==> src/rtl/vga_pkg.sv <==
// Shared 800x600 @ 60 Hz raster constants, coordinate type and small decode helpers
// for the VGA timing generator.
package vga_pkg;

  localparam int COORD_W   = 12;
  localparam int COORD_MAX = (1 << COORD_W) - 1;

  localparam int VGA_H_ACTIVE = 800;
  localparam int VGA_H_FP     = 40;
  localparam int VGA_H_SYNC   = 128;
  localparam int VGA_H_BP     = 88;
  localparam int VGA_H_TOTAL  = VGA_H_ACTIVE + VGA_H_FP + VGA_H_SYNC + VGA_H_BP;

  localparam int VGA_V_ACTIVE = 600;
  localparam int VGA_V_FP     = 1;
  localparam int VGA_V_SYNC   = 4;
  localparam int VGA_V_BP     = 23;
  localparam int VGA_V_TOTAL  = VGA_V_ACTIVE + VGA_V_FP + VGA_V_SYNC + VGA_V_BP;

  typedef logic [COORD_W-1:0] coord_t;

  typedef struct packed {
    logic hsync;
    logic hblnk;
    logic vsync;
    logic vblnk;
  } sync_flags_t;

  function automatic logic in_range(coord_t val, coord_t lo, coord_t hi);
    return (val >= lo) && (val <= hi);
  endfunction

endpackage

==> src/rtl/vga_timing_wrap_counter.sv <==
// Up-counter that returns to zero after reaching a programmable wrap value; the
// wrap flag is combinational so a following counter can chain off it.
module wrap_counter #(
  parameter int W = 12
) (
  input  logic         clk,
  input  logic         rst,
  input  logic         en,
  input  logic [W-1:0] wrap_val,
  output logic [W-1:0] count,
  output logic         wrap
);

  assign wrap = en && (count == wrap_val);

  always_ff @(posedge clk or posedge rst) begin
    if (rst) begin
      count <= '0;
    end else if (wrap) begin
      count <= '0;
    end else if (en) begin
      count <= count + W'(1);
    end
  end

endmodule

==> src/rtl/vga_timing.sv <==
// Free-running raster timing generator: pixel/line counters plus sync and blanking
// flags, all registered in one stage so every flag matches the coordinates beside it.
module vga_timing
  import vga_pkg::*;
#(
  parameter int H_ACTIVE = VGA_H_ACTIVE,
  parameter int H_FP     = VGA_H_FP,
  parameter int H_SYNC   = VGA_H_SYNC,
  parameter int H_BP     = VGA_H_BP,
  parameter int V_ACTIVE = VGA_V_ACTIVE,
  parameter int V_FP     = VGA_V_FP,
  parameter int V_SYNC   = VGA_V_SYNC,
  parameter int V_BP     = VGA_V_BP
) (
  input  logic               pclk,
  input  logic               rst,
  output logic [COORD_W-1:0] hcount,
  output logic               hsync,
  output logic               hblnk,
  output logic [COORD_W-1:0] vcount,
  output logic               vsync,
  output logic               vblnk
);

  localparam int H_TOTAL = H_ACTIVE + H_FP + H_SYNC + H_BP;
  localparam int V_TOTAL = V_ACTIVE + V_FP + V_SYNC + V_BP;

  localparam coord_t H_MAX      = coord_t'(H_TOTAL - 1);
  localparam coord_t H_BLK_FIRST = coord_t'(H_ACTIVE);
  localparam coord_t HS_FIRST   = coord_t'(H_ACTIVE + H_FP);
  localparam coord_t HS_LAST    = coord_t'(H_ACTIVE + H_FP + H_SYNC - 1);

  localparam coord_t V_MAX      = coord_t'(V_TOTAL - 1);
  localparam coord_t V_BLK_FIRST = coord_t'(V_ACTIVE);
  localparam coord_t VS_FIRST   = coord_t'(V_ACTIVE + V_FP);
  localparam coord_t VS_LAST    = coord_t'(V_ACTIVE + V_FP + V_SYNC - 1);

  if (H_TOTAL > COORD_MAX || V_TOTAL > COORD_MAX ||
      H_FP == 0 || H_SYNC == 0 || H_BP == 0 ||
      V_FP == 0 || V_SYNC == 0 || V_BP == 0) begin : g_bad_params
    $error("vga_timing: totals must fit 12 bits and porch/sync widths must be non-zero");
  end

  coord_t      h_cnt, v_cnt;
  logic        h_wrap, v_wrap;
  coord_t      h_next_p0, v_next_p0;
  sync_flags_t flags_p1;

  wrap_counter #(.W(COORD_W)) u_hcnt (
    .clk      (pclk),
    .rst      (rst),
    .en       (1'b1),
    .wrap_val (H_MAX),
    .count    (h_cnt),
    .wrap     (h_wrap)
  );

  wrap_counter #(.W(COORD_W)) u_vcnt (
    .clk      (pclk),
    .rst      (rst),
    .en       (h_wrap),
    .wrap_val (V_MAX),
    .count    (v_cnt),
    .wrap     (v_wrap)
  );

  // p0: coordinates the counters will hold after this edge
  always_comb begin
    h_next_p0 = h_wrap ? '0 : h_cnt + coord_t'(1);
    v_next_p0 = v_cnt;
    if (v_wrap) begin
      v_next_p0 = '0;
    end else if (h_wrap) begin
      v_next_p0 = v_cnt + coord_t'(1);
    end
  end

  // p1: flags registered on the same edge as the counters they describe
  always_ff @(posedge pclk or posedge rst) begin
    if (rst) begin
      flags_p1 <= '0;
    end else begin
      flags_p1.hblnk <= in_range(h_next_p0, H_BLK_FIRST, H_MAX);
      flags_p1.hsync <= in_range(h_next_p0, HS_FIRST, HS_LAST);
      flags_p1.vblnk <= in_range(v_next_p0, V_BLK_FIRST, V_MAX);
      flags_p1.vsync <= in_range(v_next_p0, VS_FIRST, VS_LAST);
    end
  end

  assign hcount = h_cnt;
  assign vcount = v_cnt;
  assign hsync  = flags_p1.hsync;
  assign hblnk  = flags_p1.hblnk;
  assign vsync  = flags_p1.vsync;
  assign vblnk  = flags_p1.vblnk;

endmodule

==> config.mk <==
export PLATFORM = sky130hd
export DESIGN_NAME = vga_timing
export DESIGN_NICKNAME = d
export VERILOG_FILES = /design/src/rtl/vga_pkg.sv /design/src/rtl/vga_timing_wrap_counter.sv /design/src/rtl/vga_timing.sv
export SDC_FILE = /design/constraint.sdc
export NUM_CORES = 1
export LEC_CHECK = 0
export CAP_MARGIN = 30
export CORE_MARGIN = 2
export CORE_UTILIZATION = 50
export CTS_CLUSTER_DIAMETER = 60
export DETAILED_ROUTE_END_ITERATION = 10
export PLACE_DENSITY = 0.77
export RECOVER_POWER = 25
export SETUP_SLACK_MARGIN = 0.05
export SLEW_MARGIN = 20
export SYNTH_ARGS = -nofsm -noshare
export SYNTH_HDL_FRONTEND = slang
export SYNTH_SLANG_ARGS = --single-unit
==> constraint.sdc <==
create_clock -name pclk -period 2.5 [get_ports pclk]
set_input_delay 0.5 -clock pclk [delete_from_list [all_inputs] [get_ports pclk]]
set_output_delay 0.5 -clock pclk [all_outputs]
set_load 0.03 [all_outputs]
==> metrics.cfg, run 1 <==
[layout]
most-common-layout-cells=dfrtp_1 (28), clkdlybuf4s50_1 (28), xnor2_1 (12), nand3_1 (12), inv_1 (11)
area_growth_pct=24.81
design_area_um2=2021
layout-drive-gt1-share_pct=9.326
fill_cells=278
nets=199
antenna_cells=0
fin_util_pct=65.65

[die]
core_area_um2=3078
die_h_um=60.91
ios=30
rows=20
dieArea_um2=3709
die_w_um=60.91
initial_core_util_pct=52.60

[logic_synthesis]
synth_adder_area_share_pct=2.318
synth_ff_type=dfrtp_1
synth_compound_area_share_pct=9.042
synth_async_sr_flop_share_pct=100.0
netlist_instances=163
yosysTopAreaCellShare_pct=43.28
synth_seq_cells=28
yosysSeqAreaShare_pct=43.28
synth_top_family_by_area=simple AND/OR/NAND/NOR gates
yosysUniqueCellTypes=47
synth_nets=168
yosysWarnings=0
synth-xor-area-share_pct=9.737
syn_avg_cell_area_um2=9.933
synth-simple-area-share_pct=29.21
synth-edff-count=0
yosys.area.top_type=dfrtp_1
synthMuxAreaShare_pct=1.932
synth_area_leaders=dfrtp_1 (43%), xnor2_1 (6.5%), nand3_1 (3.7%)
synth_area_um2=1619

[timing]
fin_crit_sh_pct=88.79
slew_headroom_pct=3.167
worstMarginPinSlew_ns=1.452
maxSlewViolCount=0
rsz0062_at_grt=no
setup_tns_ns=0
finalSetupViolCount=0
period_minus_slack_ns=2.220
clock_skew_ns=0.006769
hold_viol=0
fmax_ghz=0.4505

[placement]
gp_congestion=0.8425
io_buffers=29
dpl.hpwl_um=2605
dpl_cell_area_um2=1956

[clock_network]
clock_sinks=28
path_clk_slew_ns=0.15
ctsResizeCount=0
clockBufferDepth=2
root_buffer=clkbuf_4
cts_tree=built
cts_max_level=1
cts_setup_buffers=0
postCtsHoldBufs=0
clk-insertion-delay-late_ns=0.34
numCtsBuffers=3

[global_routing]
grt-ovfl-total=0
grt_max_degree=29
grt_pass1_vias=1230
grt_first_pass_wirelength_um=5602
antenna_found_initial=0
gr-usage-all-layers_pct=20.57

[critical_path]
crit_path_end_kind=flop
cp-start-kind=flop
critical_path_class=reg -> reg
critical_path_required_ns=2.76
cp.arrival_ns=2.48
critPathMaxFanout=10

[detailed_routing]
routedWlPerCell_um=14.73
drc=0
firstDrtPassIters=4
vias_per_cell=5.532
first_iter_violations=23
vias=1311
drtAntennaViolNets=0
drt_wl_total_um=3492

[power]
p_leak_uw=0.0008812
powerDensity_nw_per_um2=376.5
irDropWorstVdd_uv=354.6

[flow_run]
cap_violations=0

[min_path]
hold_path.class=reg -> reg

[run_status]
outcome=completed

-- per-layer routing --
metal / up-vias / GRT usage (%) / share of wire, %
met4: 0 / 9.938 / 2.5
met1: 627 / 26.34 / 43
met3: 9 / 2.559 / 2.7
met5: - / 0 / 0
met2: 28 / 34.41 / 51
li1: 647 / - / -
-- cells by family (layout without fill, tap and decap cells) --
kind of cell / count (synthesis) / after routing
DFF: 28 / 28
muxes: 3 / 3
AOI/OAI and AO/OA: 21 / 21
and+or+nand+nor: 73 / 73
buffers and inverters: 17 / 47
adders and majority gates: 3 / 3
xor gates and xnor gates: 18 / 18
-- report_power, final --
part	internal, uW	switching (uW)
registers	453	0
clock network	162	135
logic	1.43	8.55
-- final timing paths --
| check | from | end | slack (ns) | depth (start not counted) |
|---|---|---|---|---|
| hold / removal | u_hcnt.count[0] | u_hcnt.count[0] | 0.53 | 1 |
| max in group asynchronous | rst | u_hcnt.count[8] | 0.59 | 3 |
| hold reg to reg | u_hcnt.count[0] | u_hcnt.count[0] | 0.53 | 1 |
| setup / recovery | u_hcnt.count[0] | vsync | 0.28 | 7 |
| setup reg to reg | u_hcnt.count[0] | vsync | 0.28 | 7 |
| min in group asynchronous | rst | u_vcnt.count[2] | 1.07 | 3 |
-- state kept, by name (all words and copies together) (netlist names) --
signal        flops
hsync             1
u_hcnt.count     12
vsync             1
hblnk             1
u_vcnt.count     12
vblnk             1
-- final cells by class --
cell class              count  area (um2)  share of cell area [%]
multi-input cells         118       862.1                   42.66
flip-flops and latches     28       700.7                   34.67
repair buffers             32       309.0                   15.29
well taps                  44       55.05                   2.724
inverters                  11       41.29                   2.043
clock inverters             1       30.03                   1.486
clock buffers               3       22.52                   1.115
-- cells in the mapped netlist (2+ instances only) --
library cell  count
mux2i_1           2
and3_1            9
or3_1             2
dfrtp_1          28
buf_2             4
xnor2_1          12
o21ai_0           3
nand4_1           6
a21oi_1           5
inv_1            11
and4_1            4
nor3_1            5
nor2_1            9
nand3_1          12
xor2_1            6
ha_1              3
nand2_1           9
nand3b_1          2
nor4b_1           3
-- metrics by stage --
step           total power, uW  setup slack (ns)  hold WS [ns]  std cells
2_1_floorplan            468.2            0.2588        0.5654        163
3_3_place_gp             473.1            0.3363        0.4957        233
3_5_place_dp             473.4            0.2015        0.5296        233
4_1_cts                  772.2            0.1773        0.5049        237
5_1_grt                  790.6           0.09447        0.5681        237
6_report                 760.7            0.2803        0.5331        237
-- worst max-delay path, stage by stage (launching register included) --
cell     delay (ns)
dfrtp_1        0.45
ha_1           0.22
and4_2         0.34
nand3_4        0.18
nor4_4         0.32
mux2i_1        0.26
nand4_2        0.14
nor4b_2        0.23
(Power assumes the default switching activity.)
==> run 2: changes to the inputs <==
CTS_CLUSTER_DIAMETER = unset   (was 60)
MAX_ROUTING_LAYER = met4   (was unset)
==> run 2 against run 1 <==
  * Cell area stayed put
  * Via count is 0.69% higher
  * Sequential share of layout area stayed put
  * Combinational power hardly changed
  * Highest routed layer unchanged
==> metrics.cfg, run 2 (synthesized netlist as in run 1, its figures left out) <==
[die]
initial_core_util_pct=52.60
die_h_um=60.91
ios=30
dieArea_um2=3709
rows=20
die_w_um=60.91
core_area_um2=3078

[power]
powerDensity_nw_per_um2=377.0
power.share.sequential_pct=59.5
total_power_uw=761.8
p_sw_share_pct=19.02
p_leak_uw=0.0008812
p_comb_share_pct=1.3
irDropWorstVdd_uv=356.0
power.share.clock_pct=39.2
p_sw_uw=144.9
intPower_uw=616.9

[detailed_routing]
first_iter_violations=28
routedWlPerCell_um=14.89
vias=1320
drtAntennaViolNets=0
firstDrtPassIters=4
vias_per_cell=5.570
drt_wl_total_um=3530
drc=0

[global_routing]
grt_max_degree=29
grt-ovfl-total=0
antenna_found_initial=0
grt_pass1_vias=1226
grt_first_pass_wirelength_um=5630
gr-usage-all-layers_pct=21.32

[run_status]
outcome=completed

[timing]
worstMarginPinSlew_ns=1.454
clock_skew_ns=0.007021
period_minus_slack_ns=2.226
finalSetupViolCount=0
fin_crit_sh_pct=89.04
hold_viol=0
slew_headroom_pct=3.035
setup_tns_ns=0
maxSlewViolCount=0
rsz0062_at_grt=no
fmax_ghz=0.4493

[layout]
layout-drive-gt1-share_pct=9.326
nets=199
area_growth_pct=24.81
most-common-layout-cells=dfrtp_1 (28), clkdlybuf4s50_1 (28), xnor2_1 (12), nand3_1 (12), inv_1 (11)
top_regs=u_hcnt.count x12, u_vcnt.count x12
antenna_cells=0

[critical_path]
cpPeakStageDelay_ns=0.45
path_delay_family=simple AND/OR/NAND/NOR gates
cp-start-kind=flop
critPathMaxFanout=10
cp.arrival_ns=2.48
critical_path_class=reg -> reg
critical_path_required_ns=2.76
worst_path_max_delay_cell=dfrtp_1
crit_path_end_kind=flop
path_cells=ha_1 -> and4_2 -> nand3_4 -> nor4_4 -> mux2i_1 -> nand4_2 -> nor4b_2
crit_buf_inv=0

[clock_network]
cts_max_level=1
numCtsBuffers=3
clk-insertion-delay-late_ns=0.34
root_buffer=clkbuf_4
cts_tree=built
path_clk_slew_ns=0.15
clockBufferDepth=2
clock_sinks=28

[placement]
dpl.hpwl_um=2605
io_buffers=29
gp_congestion=0.8557

[flow_run]
cap_violations=0

[min_path]
hold_path.class=reg -> reg

[run 2: cell counts in the layout (fill, tap and decap cells not counted)]
Identical to the previous run, type by type.
[run 2: per-layer routing]
layer / share of wire [%] / track usage [%] / wire (um)
met1: 44 / 26.88 / 1549
met2: 51 / 34.41 / 1807
met3: 2.4 / 2.132 / 84
met4: 2.5 / 9.938 / 89
met5: 0 / - / 0
[run 2: final cells by class]
type,count,area (um2)
Tap cell,44,55.05
Clock buffer,3,22.52
Timing Repair Buffer,32,309.0
Multi-Input combinational cell,118,862.1
Fill cell,278,1057
Sequential cell,28,700.7
Clock inverter,1,30.03
Inverter,11,41.29
[run 2: timing repair]
action | 4_1_cts | 5_1_grt
hold endpoints to repair | 0 | 0
resized for setup | 0 | 3
setup buffers | 0 | 0
hold buffers | 0 | 0
setup endpoints to repair | 0 | 2
[run 2: power by group through the flow]
| stage | Combinational [uW] | Sequential, uW | Clock, uW |
|---|---|---|---|
| 3_5_place_dp | 12.0 | 461 | 0 |
| 4_1_cts | 12.0 | 453 | 307 |
| 2_1_floorplan | 6.71 | 461 | 0 |
| 5_1_grt | 12.1 | 453 | 327 |
| 3_3_place_gp | 11.6 | 461 | 0 |
| 6_report | 10.0 | 453 | 299 |
[run 2: worst paths after layout]
path | slack (ns) | to | depth (start not counted) | start
min in group asynchronous | 1.07 | u_vcnt.count[2] | 3 | rst
worst max-delay path | 0.27 | vsync | 7 | u_hcnt.count[0]
worst min-delay path | 0.53 | u_hcnt.count[0] | 1 | u_hcnt.count[0]
worst min register to register | 0.53 | u_hcnt.count[0] | 1 | u_hcnt.count[0]
max in group asynchronous | 0.59 | u_hcnt.count[11] | 3 | rst
worst max register to register | 0.27 | vsync | 7 | u_hcnt.count[0]
[run 2: per-stage QoR]
| stage | hold WS (ns) | utilization, % | cells | setup WS [ns] | area (um2) |
|---|---|---|---|---|---|
| floorplan | 0.5654 | - | 163 | 0.2588 | 1619 |
| finish | 0.5333 | 65.65 | 237 | 0.2741 | 2021 |
| detailed placement | 0.5296 | 63.54 | 233 | 0.2015 | 1956 |
| CTS | 0.5049 | 65.24 | 237 | 0.1773 | 2008 |
| global placement | 0.4957 | 63.54 | 233 | 0.3363 | 1956 |
| global route | 0.5684 | 65.65 | 237 | 0.08734 | 2021 |
[run 2: worst register-to-register path: stages (launching register included)]
cell and delay, ns:
dfrtp_1 0.45, ha_1 0.22, and4_2 0.34, nand3_4 0.18, nor4_4 0.32, mux2i_1 0.27
nand4_2 0.14, nor4b_2 0.23
==> run 3: changes to the inputs <==
ABC_CLOCK_PERIOD_IN_PS = 2650   (was unset)
CTS_CLUSTER_DIAMETER = 200   (was unset)
clock period = 2.65 ns   (was 2.5 ns; I/O delays follow)
==> run 3 against run 2 <==
  * Count of clock-buffer cells in the layout increased by 1
  * Largest power group unchanged
  * Flip-flop and latch count stayed put
  * Setup slack improved by 0.083 ns
  * Clock power shrank 31%
  * Critical path type unchanged
  * Via count up 1.4%
==> metrics.cfg, run 3 (synthesized netlist as in run 1, its figures left out) <==
[detailed_routing]
firstDrtPassIters=5
first_iter_violations=65
drtAntennaViolNets=0
drt_wl_total_um=3547
drc=0
routedWlPerCell_um=15.03
vias_per_cell=5.674
vias=1339

[placement]
dpl.hpwl_um=2679
io_buffers=29
dpl_cell_area_um2=1948
gp_congestion=0.8622

[die]
initial_core_util_pct=52.60
die_w_um=60.91
rows=20
ios=30
core_area_um2=3078
dieArea_um2=3709
die_h_um=60.91

[global_routing]
grt_max_degree=29
antenna_found_initial=0
gr-usage-all-layers_pct=22.93
grt_first_pass_wirelength_um=6134
grt-ovfl-total=0
grt_pass1_vias=1332

[critical_path]
critPathMaxFanout=10
crit_path_end_kind=flop
cp.arrival_ns=2.53
critical_path_required_ns=2.89
worst_path_max_delay_cell=dfrtp_1
cpPeakStageDelay_ns=0.44
critical_path_class=reg -> reg
crit_start=u_hcnt.count[0]
cp-start-kind=flop
path_cells=ha_1 -> and4_1 -> nand3_4 -> nor4_2 -> mux2i_1 -> nand4_2 -> nor4b_2
reg2reg_from=u_hcnt.count[0]

[clock_network]
clockBufferDepth=2
clock_sinks=28
cts_max_level=1
path_clk_slew_ns=0.14
cts_tree=built
ctsResizeCount=0
root_buffer=clkbuf_4
numCtsBuffers=3
postCtsHoldBufs=0
clk-insertion-delay-late_ns=0.33
cts_setup_buffers=0

[timing]
finalSetupViolCount=0
maxSlewViolCount=0
hold_viol=0
fmax_ghz=0.4362
worstMarginPinSlew_ns=1.490
clock_skew_ns=0.008883
setup_tns_ns=0
rsz0062_at_grt=no
fin_crit_sh_pct=86.52
timing.hold.ws_ns=0.5346
slew_headroom_pct=0.6727
period_minus_slack_ns=2.293

[layout]
most-common-layout-cells=dfrtp_1 (28), clkdlybuf4s50_1 (28), xnor2_1 (12), nand3_1 (12), inv_1 (11)
layout-drive-gt1-share_pct=7.813
design_area_um2=1981
regArea_um2=700.7
area_growth_pct=22.33
top_regs=u_hcnt.count x12, u_vcnt.count x12
multiInputGateArea_um2=845.8
nets=198
fill_cells=276
antenna_cells=0
fin_util_pct=64.35

[run_status]
outcome=completed

[min_path]
min-delay-start=u_hcnt.count[0]
hold_path.class=reg -> reg

[power]
irDropWorstVdd_uv=238.5
p_leak_uw=0.0008508
powerDensity_nw_per_um2=324.6

[flow_run]
cap_violations=0

-- run 3: cell count changes in the layout (fill, tap and decap cells not counted) --
cell,delta
and4_1,+1
buf_4,-1
nor4_4,-1
nor4_2,+1
bufinv_16,-1
clkbuf_8,+1
nor4b_2,-1
nor4b_1,+1
and4_2,-1
-- run 3: final timing paths --
| path | depth (start not counted) | slack [ns] | to |
|---|---|---|---|
| min in group asynchronous | 3 | 1.14 | u_vcnt.count[9] |
| max | 7 | 0.36 | vsync |
| min | 1 | 0.53 | u_hcnt.count[0] |
| max in group asynchronous | 3 | 0.65 | u_hcnt.count[6] |
| max reg2reg | 7 | 0.36 | vsync |
| min reg2reg | 1 | 0.53 | u_hcnt.count[0] |
-- run 3: final cells by class --
class	count	share of cell area [%]
clock buffer	4	1.832
inverter	11	2.085
multi-input combinational	118	42.70
sequential	28	35.38
tap	44	2.780
timing repair buffer	31	15.22
-- run 3: worst max-delay path: cells and delay by family (launching register included) --
family                   cells  cell delay, ns
adder cells (fa/ha/maj)      1            0.23
flip-flops                   1            0.44
multiplexers                 1            0.26
AND/OR/NAND/NOR              5            1.27
-- run 3: per-stage QoR --
| stage | worst slack [ns] | cells | power (uW) |
|---|---|---|---|
| after detailed placement | 0.3870 | 232 | 446.7 |
| after global placement | 0.4821 | 232 | 446.3 |
| after global routing | 0.1635 | 236 | 670.7 |
| final | 0.3573 | 236 | 642.9 |
| after CTS | 0.3557 | 236 | 652.7 |
| after floorplan | 0.4088 | 163 | 441.7 |
-- run 3: power by group --
group	internal [uW]	switching [uW]	total, uW	leakage [uW]
sequential	427	0	427	0.000377
combinational	1.36	8.32	9.68	0.000453
clock	84.1	122	206	0.0000210
total	513	130	643	0.000851
-- run 3: routing by layer --
| metal | global-route usage [%] | wire [um] | up-vias |
|---|---|---|---|
| li1 | - | - | 643 |
| met5 | - | 0 | - |
| met1 | 29.72 | 1570 | 657 |
| met2 | 36.71 | 1829 | 33 |
| met3 | 1.919 | 86 | 6 |
| met4 | 9.938 | 61 | 0 |
